===== src/rtl/dc_mem_seq.sv =====
// dc_mem_seq: memory-side sequencer/arbiter behind the D-cache and I-cache.
// Serialises D-cache line misses (with optional dirty write-back), uncached IO
// accesses and I-cache line misses onto one line-wide system bus port, and
// returns fill / IO read data with one-cycle acknowledge pulses.
//
// Ports
//   clk, rst_n            clock, synchronous active-low reset
//   dc_miss/_addr         D-side line miss request (level, held until ack)
//   dc_evict/_addr/_data  dirty victim to write back before the D fill
//   dc_data_fill          D fill line, valid with dc_miss_ack
//   dc_miss_ack           one-cycle D fill-done pulse
//   io_access/io_rw/...   uncached 32-bit access request
//   io_rd_data            IO read data, valid with io_ack and held afterwards
//   io_ack                one-cycle IO-done pulse
//   ic_miss/_addr         I-side line miss request
//   ic_data_fill          I fill line, valid with ic_miss_ack
//   ic_miss_ack           one-cycle I fill-done pulse
//   bus_*                 system bus request side; bus_ack/bus_rd_data response
module dc_mem_seq #(
  parameter int unsigned C_LINE_W = 128
) (
  input  logic                clk,
  input  logic                rst_n,

  input  logic                dc_miss,
  input  logic [31:0]         dc_miss_addr,
  input  logic                dc_evict,
  input  logic [31:0]         dc_evict_addr,
  input  logic [C_LINE_W-1:0] dc_evict_data,
  output logic [C_LINE_W-1:0] dc_data_fill,
  output logic                dc_miss_ack,

  input  logic                io_access,
  input  logic                io_rw,
  input  logic [31:0]         io_addr,
  input  logic [31:0]         io_wr_data,
  output logic [31:0]         io_rd_data,
  output logic                io_ack,

  input  logic                ic_miss,
  input  logic [31:0]         ic_miss_addr,
  output logic [C_LINE_W-1:0] ic_data_fill,
  output logic                ic_miss_ack,

  output logic                bus_req,
  output logic                bus_rw,
  output logic                bus_io,
  output logic [31:0]         bus_addr,
  output logic [C_LINE_W-1:0] bus_wr_data,
  input  logic                bus_ack,
  input  logic [C_LINE_W-1:0] bus_rd_data
);

  localparam int unsigned ADDR_W = 32;
  localparam int unsigned IO_W   = 32;

  typedef enum logic [2:0] {
    IDLE,
    EVICT,
    FILL_D,
    FILL_I,
    IO,
    ACK_D,
    ACK_I,
    ACK_IO
  } state_t;

  state_t              state, state_nxt;
  logic                rr, rr_nxt;

  // Request copies taken at grant; the service never looks at live inputs.
  logic [ADDR_W-1:0]   lat_addr, lat_addr_nxt;
  logic                lat_io_rw, lat_io_rw_nxt;
  logic [IO_W-1:0]     lat_io_wdata, lat_io_wdata_nxt;
  logic [ADDR_W-1:0]   lat_ev_addr, lat_ev_addr_nxt;
  logic [C_LINE_W-1:0] lat_ev_data, lat_ev_data_nxt;

  logic                dc_ack_nxt, ic_ack_nxt, io_ack_nxt;
  logic [C_LINE_W-1:0] dc_fill_nxt, ic_fill_nxt;
  logic [IO_W-1:0]     io_rd_nxt;
  logic                bus_req_nxt, bus_rw_nxt, bus_io_nxt;
  logic [ADDR_W-1:0]   bus_addr_nxt;
  logic [C_LINE_W-1:0] bus_wr_data_nxt;

  // State register and all registered outputs.
  always_ff @(posedge clk) begin
    if (!rst_n) begin
      state        <= IDLE;
      rr           <= 1'b0;
      lat_addr     <= '0;
      lat_io_rw    <= 1'b0;
      lat_io_wdata <= '0;
      lat_ev_addr  <= '0;
      lat_ev_data  <= '0;
      dc_miss_ack  <= 1'b0;
      ic_miss_ack  <= 1'b0;
      io_ack       <= 1'b0;
      dc_data_fill <= '0;
      ic_data_fill <= '0;
      io_rd_data   <= '0;
      bus_req      <= 1'b0;
      bus_rw       <= 1'b0;
      bus_io       <= 1'b0;
      bus_addr     <= '0;
      bus_wr_data  <= '0;
    end else begin
      state        <= state_nxt;
      rr           <= rr_nxt;
      lat_addr     <= lat_addr_nxt;
      lat_io_rw    <= lat_io_rw_nxt;
      lat_io_wdata <= lat_io_wdata_nxt;
      lat_ev_addr  <= lat_ev_addr_nxt;
      lat_ev_data  <= lat_ev_data_nxt;
      dc_miss_ack  <= dc_ack_nxt;
      ic_miss_ack  <= ic_ack_nxt;
      io_ack       <= io_ack_nxt;
      dc_data_fill <= dc_fill_nxt;
      ic_data_fill <= ic_fill_nxt;
      io_rd_data   <= io_rd_nxt;
      bus_req      <= bus_req_nxt;
      bus_rw       <= bus_rw_nxt;
      bus_io       <= bus_io_nxt;
      bus_addr     <= bus_addr_nxt;
      bus_wr_data  <= bus_wr_data_nxt;
    end
  end

  // Next state, grant/latch decisions and next values of every output.
  always_comb begin
    state_nxt        = state;
    rr_nxt           = rr;
    lat_addr_nxt     = lat_addr;
    lat_io_rw_nxt    = lat_io_rw;
    lat_io_wdata_nxt = lat_io_wdata;
    lat_ev_addr_nxt  = lat_ev_addr;
    lat_ev_data_nxt  = lat_ev_data;
    dc_ack_nxt       = 1'b0;
    ic_ack_nxt       = 1'b0;
    io_ack_nxt       = 1'b0;
    dc_fill_nxt      = '0;
    ic_fill_nxt      = '0;
    io_rd_nxt        = io_rd_data;
    bus_req_nxt      = 1'b0;
    bus_rw_nxt       = 1'b0;
    bus_io_nxt       = 1'b0;
    bus_addr_nxt     = '0;
    bus_wr_data_nxt  = '0;

    unique case (state)
      IDLE: begin
        if (io_access) begin
          // IO wins outright and does not touch the D/I round-robin bit.
          state_nxt        = IO;
          lat_addr_nxt     = io_addr;
          lat_io_rw_nxt    = io_rw;
          lat_io_wdata_nxt = io_wr_data;
        end else if (dc_miss && (!rr || !ic_miss)) begin
          rr_nxt       = 1'b1;
          lat_addr_nxt = dc_miss_addr;
          if (dc_evict) begin
            state_nxt       = EVICT;
            lat_ev_addr_nxt = dc_evict_addr;
            lat_ev_data_nxt = dc_evict_data;
          end else begin
            state_nxt = FILL_D;
          end
        end else if (ic_miss) begin
          state_nxt    = FILL_I;
          rr_nxt       = 1'b0;
          lat_addr_nxt = ic_miss_addr;
        end
      end
      EVICT: begin
        if (bus_ack) state_nxt = FILL_D;
      end
      FILL_D: begin
        if (bus_ack) begin
          state_nxt   = ACK_D;
          dc_ack_nxt  = 1'b1;
          dc_fill_nxt = bus_rd_data;
        end
      end
      FILL_I: begin
        if (bus_ack) begin
          state_nxt   = ACK_I;
          ic_ack_nxt  = 1'b1;
          ic_fill_nxt = bus_rd_data;
        end
      end
      IO: begin
        if (bus_ack) begin
          state_nxt  = ACK_IO;
          io_ack_nxt = 1'b1;
          if (!lat_io_rw) io_rd_nxt = bus_rd_data[IO_W-1:0];
        end
      end
      ACK_D, ACK_I, ACK_IO: begin
        state_nxt = IDLE;
      end
      default: begin
        state_nxt = IDLE;
      end
    endcase

    // Bus request follows the state being entered, so the EVICT->FILL_D
    // hand-over keeps bus_req high and only swaps address/direction.
    unique case (state_nxt)
      EVICT: begin
        bus_req_nxt     = 1'b1;
        bus_rw_nxt      = 1'b1;
        bus_addr_nxt    = lat_ev_addr_nxt;
        bus_wr_data_nxt = lat_ev_data_nxt;
      end
      FILL_D, FILL_I: begin
        bus_req_nxt  = 1'b1;
        bus_addr_nxt = lat_addr_nxt;
      end
      IO: begin
        bus_req_nxt  = 1'b1;
        bus_io_nxt   = 1'b1;
        bus_rw_nxt   = lat_io_rw_nxt;
        bus_addr_nxt = lat_addr_nxt;
        if (lat_io_rw_nxt)
          bus_wr_data_nxt = {{(C_LINE_W-IO_W){1'b0}}, lat_io_wdata_nxt};
      end
      default: begin
        bus_req_nxt = 1'b0;
      end
    endcase
  end

endmodule


===== config.mk =====
export PLATFORM = sky130hd
export DESIGN_NAME = dc_mem_seq
export DESIGN_NICKNAME = d
export VERILOG_FILES = /design/src/rtl/dc_mem_seq.sv
export SDC_FILE = /design/constraint.sdc
export NUM_CORES = 1
export LEC_CHECK = 0
export CAP_MARGIN = 20
export CELL_PAD_IN_SITES_DETAIL_PLACEMENT = 2
export CELL_PAD_IN_SITES_GLOBAL_PLACEMENT = 2
export CORE_AREA = 2 2 342 344
export DETAILED_ROUTE_END_ITERATION = 7
export DIE_AREA = 0 0 344 346
export PLACE_DENSITY_LB_ADDON = 0.15
export SYNTH_ARGS = -nofsm -noshare
export SYNTH_HDL_FRONTEND = slang
export SYNTH_SLANG_ARGS = --single-unit

===== constraint.sdc =====
create_clock -name clk -period 2.73 [get_ports clk]
set_clock_uncertainty 0.2 [all_clocks]
set_input_delay 0.273 -clock clk [delete_from_list [all_inputs] [get_ports clk]]
set_output_delay 0.273 -clock clk [all_outputs]
set_load 0.01 [all_outputs]

==> results of run 1 <==
[Yosys cell counts (3+ instances only)]
library cell  count  area [µm²]
a21boi_1         27         203
nor2_1           38         143
o221ai_1         33         289
buf_6             3        33.8
buf_4            11        82.6
a21boi_0        135        1010
nand3_1           3        15.0
dfxtp_1         683       13700
o22ai_1          33         206
mux2i_1          66         661
buf_1             8        30.0
nor2b_1          67         419
a31oi_1          32         200
nor3_1           34         170
buf_2            29         145
a22o_1           32         280
o21ai_0          33         165
nor3b_1           3        22.5
and2_1          386        2410
clkbuf_1        108         405
nand2_1         355        1330
[stage by stage]
stage | hold slack [ns] | TNS, ns | power [W]
after floorplan | 0.195 | 0 | 0.0123
after global placement | 0.239 | -4.14 | 0.0145
after detailed placement | 0.248 | -8.41 | 0.0146
after CTS | 0.00227 | 0 | 0.0266
after global routing | 0.0199 | 0 | 0.0273
final | 0.0530 | 0 | 0.0261
[what timing repair did]
| action | in CTS | in global routing |
|---|---|---|
| gates resized for setup | 0 | 1 |
| buffers inserted | 0 | 0 |
| endpoints found under the hold margin | 282 | 0 |
| hold buffers | 186 | 0 |
| setup endpoints to repair | 0 | 27 |
[path summary, 6_finish.rpt]
kind                      startpoint                to  slack, ns  cells past startpoint
hold / removal    dc_evict_data[123]  lat_ev_data[123]       0.05                      3
hold reg to reg     lat_ev_data[116]  lat_ev_data[116]       0.25                      2
setup reg to reg            state[1]    bus_wr_data[1]       0.21                      6
setup / recovery            state[1]    bus_wr_data[1]       0.21                      6
[kinds of logic after synthesis]
logic type,after synthesis
simple gates,898
buf+inv,161
flops,683
mux,66
compound gates,340
[state kept, by name, indices dropped and copies added (netlist names), 3 cells and up]
name          flops
bus_addr         32
bus_wr_data     128
dc_data_fill    128
ic_data_fill    128
io_rd_data       32
lat_addr         32
lat_ev_addr      32
lat_ev_data     128
lat_io_wdata     32
state             3
[routing by layer]
metal  wire [µm]  vias up
met2       57800      538
li1            -     9153
met5         352        -
met1       43700     9628
met3        8450      182
met4        2600       54
[power by group through the flow]
| stage | registers, W | logic (W) | clock network [W] |
|---|---|---|---|
| finish | 0.0107 | 0.00380 | 0.0116 |
| global route | 0.0107 | 0.00413 | 0.0125 |
| CTS | 0.0107 | 0.00392 | 0.0120 |
| detailed placement | 0.0109 | 0.00365 | 0 |
| global placement | 0.0109 | 0.00359 | 0 |
| floorplan | 0.0109 | 0.00137 | 0 |
[worst max-delay path: cells and delay by family, from the launching register on]
| family | cells | cell delay, ns |
|---|---|---|
| AO/OA/AOI/OAI | 1 | 0.29 |
| buffers and inverters | 1 | 0.22 |
| flip-flops | 1 | 0.59 |
| AND/OR/NAND/NOR | 4 | 1.12 |
[area by class of cell]
cell class                      count  area (µm²)  area share
Sequential cell                   683       13700       0.362
Timing Repair Buffer             1124       11400       0.303
Multi-Input combinational cell   1304        7850       0.208
Clock buffer                      118        2410      0.0638
Tap cell                         1524        1910      0.0505
Clock inverter                     36         453      0.0120
Antenna cell                       20        50.0     0.00132
Inverter                            1        3.75   0.0000993
==> results.yml, run 1 <==
placement:
  io_buffers: 877
  dp.final_hpwl_mm: 83.6
  placed_area_um2: 33000
  pre_cts_ws_ns: -0.132
  placed_cells: 4450
  gp_congestion: 0.819
logic_synthesis:
  yosysSeqAreaShare: 0.617
  synth_top_flop_cell: "dfxtp_1"
  synth-seq-cells: 683
  synth_xor_area_frac: 0
  synth_top_family_by_area: "simple AND/OR/NAND/NOR gates"
  syn-cell-area_um2: 22100
  async_flop_share: 0
  syn_area_per_cell_um2: 10.3
  synthSimpleGateAreaFrac: 0.209
  synthAdderAreaFrac: 0
  syn-instance-count: 2148
  synth_edf_count: 0
  synth_compound_area_frac: 0.112
  yosysWarnings: 0
  postSynthNetCount: 2572
  yosysUniqueCellTypes: 45
  yosys-mux-area-fraction: 0.0298
die:
  fp-row-count: 125
  ios: 878
  core_area_um2: 115000
  die_y_um: 346
  start_util: 0.192
  dieWidth_um: 344
  dieArea_um2: 119000
critical_path:
  cp_data_required_time_ns: 3.11
  cp_slowest_cell: "dfxtp_1"
  path_class: "reg -> reg"
  end_kind: "flop"
  cpPeakStageDelay_ns: 0.59
  cp_cell_sequence: "and4bb_2 > nor3_2 > nand3_1 > a21oi_2 > buf_12 > and2_1"
  cp_max_fo: 32
  startpoint_type: "flop"
  crit_arrival_ns: 2.91
worst_hold_path:
  hold_class: "in -> reg"
routing:
  post_drt_wl_per_cell_um: 23.5
  viasPerCell: 4.07
  drtAntennaViolNets: 0
  drt-initial-drc-count: 592
  drcViolationCount: 0
  finalWirelength_mm: 113
  vias: 19600
  first_pass_iters: 5
job:
  cap_violations: 0
grt:
  grt.met1_usage: 0.200
  grt_use_total: 0.183
  grtUsageMet3: 0.0653
  grt_pass1_vias: 22000
  grt_max_degree: 84
  grt_antenna_before_repair: 48
  grt_util_met2: 0.332
  grt_overflow: 0
  busiest_layer: "met2"
  grt_pass1_wl_mm: 159
pwr:
  power_frac_seq: 0.410
  power_density_nw_per_um2: 690
  peakVddDrop_uv: 386
  clkPwrFrac: 0.444
  p_sw_w: 0.00685
  p_leak_nw: 13.8
  intPower_w: 0.0192
  swShare: 0.263
  combPwrFrac: 0.146
layout:
  final_cell_mix: "clkdlybuf4s50_1 (873), dfxtp_1 (682), and2_1 (386)"
  finalNonFillerCells: 4810
  drive_above_1_share: 0.0667
  stdcell_area_um2: 37800
  final_common_cell: "clkdlybuf4s50_1"
  final_nets: 3623
  utilization: 0.327
  fill_cells: 12400
  area_growth_pct: 70.6
sta:
  min_period_over_period: 0.925
  fin_ws_ns: 0.205
  setup-violations-final: 0
  fmax_mhz: 396
  slew_headroom: 0.469
  rsz0062_at_grt: "false"
  worst_pin_slew_ns: 0.796
  hold_viol: 0
  drv_slew: 0
  min_period_ns: 2.52
clock_network:
  worstSkewPairLatency_ns: 0.66
  root_buffer: "clkbuf_16"
  cts_sinks: 683
  cts_buffers: 85
  htree_levels: 3
  path_clk_slew_ns: 0.06
  clk_path_buf_depth: 3
  cts_tree: "yes"
outcome:
  status: "finished, final reports clean"
Note: power is estimated with default switching activity, not from simulation.
==> run 2: changes to the inputs <==
Settings changed: CORE_AREA 2 2 342 344 to 10 10 330 332, DIE_AREA 0 0 344 346 to 0 0 340 342, REMOVE_ABC_BUFFERS set to 1.
==> run 2 against run 1 <==
Effect of this change: setup slack got worse by 0.073 ns; sequential share of layout area grew 0.64 points; cell count shrank 3.6%; clock power shrank 3%; maximum frequency fell by 2.8%; via count grew 0.65%; critical path depth is 1 lower.
==> results.yml, run 2 (same netlist as run 1, synthesis figures left out) <==
grt:
  grt_pass1_vias: 22000
  grt_use_total: 0.203
  grt_pass1_wl_mm: 171
  grt_overflow: 0
  grt_max_degree: 68
  grt_antenna_before_repair: 64
critical_path:
  cp_data_required_time_ns: 3.07
  path_class: "reg -> reg"
  startpoint_type: "flop"
  end_kind: "flop"
  r2r_cells: 5
  cp_max_fo: 5
  r2r_setup_slack_ns: 0.13
  regToRegEndpoint: "rr"
  r2r-start: "state[2]"
  crit_arrival_ns: 2.94
pwr:
  power_density_nw_per_um2: 693
  combPwrFrac: 0.149
  peakVddDrop_uv: 412
  intPower_w: 0.0189
  clkPwrFrac: 0.435
  p_total_w: 0.0257
  power_frac_seq: 0.416
  p_leak_nw: 13.6
  p_sw_w: 0.00680
  swShare: 0.264
placement:
  gp_congestion: 0.837
  io_buffers: 877
  pre_cts_ws_ns: -0.0556
  dp.final_hpwl_mm: 95.4
  placed_cells: 4308
layout:
  final_cell_mix: "clkdlybuf4s50_1 (873), dfxtp_1 (682), and2_1 (386)"
  final_common_cell: "clkdlybuf4s50_1"
  finalNonFillerCells: 4638
  final_nets: 3589
  drive_above_1_share: 0.0659
  area_growth_pct: 67.6
routing:
  drtAntennaViolNets: 0
  drt-initial-drc-count: 637
  first_pass_iters: 6
  viasPerCell: 4.24
  post_drt_wl_per_cell_um: 26.5
  vias: 19700
  finalWirelength_mm: 123
  drcViolationCount: 0
sta:
  worst_pin_slew_ns: 0.543
  min_period_ns: 2.60
  rsz0062_at_grt: "false"
  setup-violations-final: 0
  holdWs_ns: 0.0456
  slew_headroom: 0.636
  drv_slew: 0
  fin_ws_ns: 0.132
  min_period_over_period: 0.952
  hold_viol: 0
  fmax_mhz: 385
outcome:
  status: "finished, final reports clean"
clock_network:
  postCtsSetupBuffers: 0
  cts_tree: "yes"
  cts_buffers: 84
  htree_levels: 3
  path_clk_slew_ns: 0.06
  root_buffer: "clkbuf_16"
  cts_sinks: 683
  worstSkewPairLatency_ns: 0.65
  clk_path_buf_depth: 3
die:
  fp-row-count: 118
  dieArea_um2: 116000
  start_util: 0.216
  ios: 878
  die_y_um: 342
  core_area_um2: 103000
  dieWidth_um: 340
worst_hold_path:
  hold_depth: 3
  hold_end: "lat_ev_addr[7]"
  worstHoldStart: "dc_evict_addr[7]"
  hold_class: "in -> reg"
job:
  cap_violations: 0
[run 2: per-layer routing]
metal / routed length (µm) / vias to the layer above / global-route usage
met2: 64500 / 590 / 0.376
met4: 2850 / 52 / 0.0570
met5: 317 / - / 0
met1: 45200 / 9752 / 0.210
li1: - / 9110 / -
met3: 9920 / 179 / 0.0778
[run 2: critical path, stage by stage, from the launching register on]
cell           delay [ns]
dfxtp_1              0.38
or4_1                0.56
o21ai_0              0.19
dlygate4sd3_1        0.57
nor2_1               0.04
dlygate4sd3_1        0.55
[run 2: how the worst max path moves through the flow]
stage,from,endpoint,depth (start not counted),slack [ns]
after floorplan,state[2],bus_addr[0],4,-3.95
after global placement,bus_ack,bus_wr_data[13],7,0.03
after detailed placement,bus_ack,bus_wr_data[2],7,-0.06
after CTS,state[0],rr,5,0.07
after global routing,state[2],rr,5,0.01
final,state[2],rr,5,0.13
[run 2: power groups by stage]
stage / clock network (W) / registers (W) / logic, W
after detailed placement: 0 / 0.0109 / 0.00369
after global placement: 0 / 0.0109 / 0.00361
after CTS: 0.0116 / 0.0107 / 0.00392
final: 0.0112 / 0.0107 / 0.00383
after global routing: 0.0120 / 0.0107 / 0.00412
after floorplan: 0 / 0.0110 / 0.00119
[run 2: final cells by class]
| cell class | count | area [µm²] |
|---|---|---|
| Antenna cell | 28 | 70.1 |
| Clock buffer | 122 | 2430 |
| Clock inverter | 29 | 305 |
| Fill cell | 10900 | 65500 |
| Inverter | 1 | 3.75 |
| Multi-Input combinational cell | 1304 | 7850 |
| Sequential cell | 683 | 13700 |
| Tap cell | 1380 | 1730 |
| Timing Repair Buffer | 1091 | 11100 |
[run 2: timing repair]
item / in CTS / in global routing
setup endpoints to repair: 0 / 2
hold buffers: 151 / 0
gates resized for setup: 0 / 1
endpoints found under the hold margin: 255 / 0
[run 2: metrics by stage]
step                      setup TNS (ns)  utilization  cell area [µm²]
after global routing                   0        0.362            37100
after floorplan                 -1652.90            -            21400
after global placement                 0        0.320            32800
after CTS                              0        0.361            37100
after detailed placement           -1.00        0.320            32800
final                                  0        0.362            37100
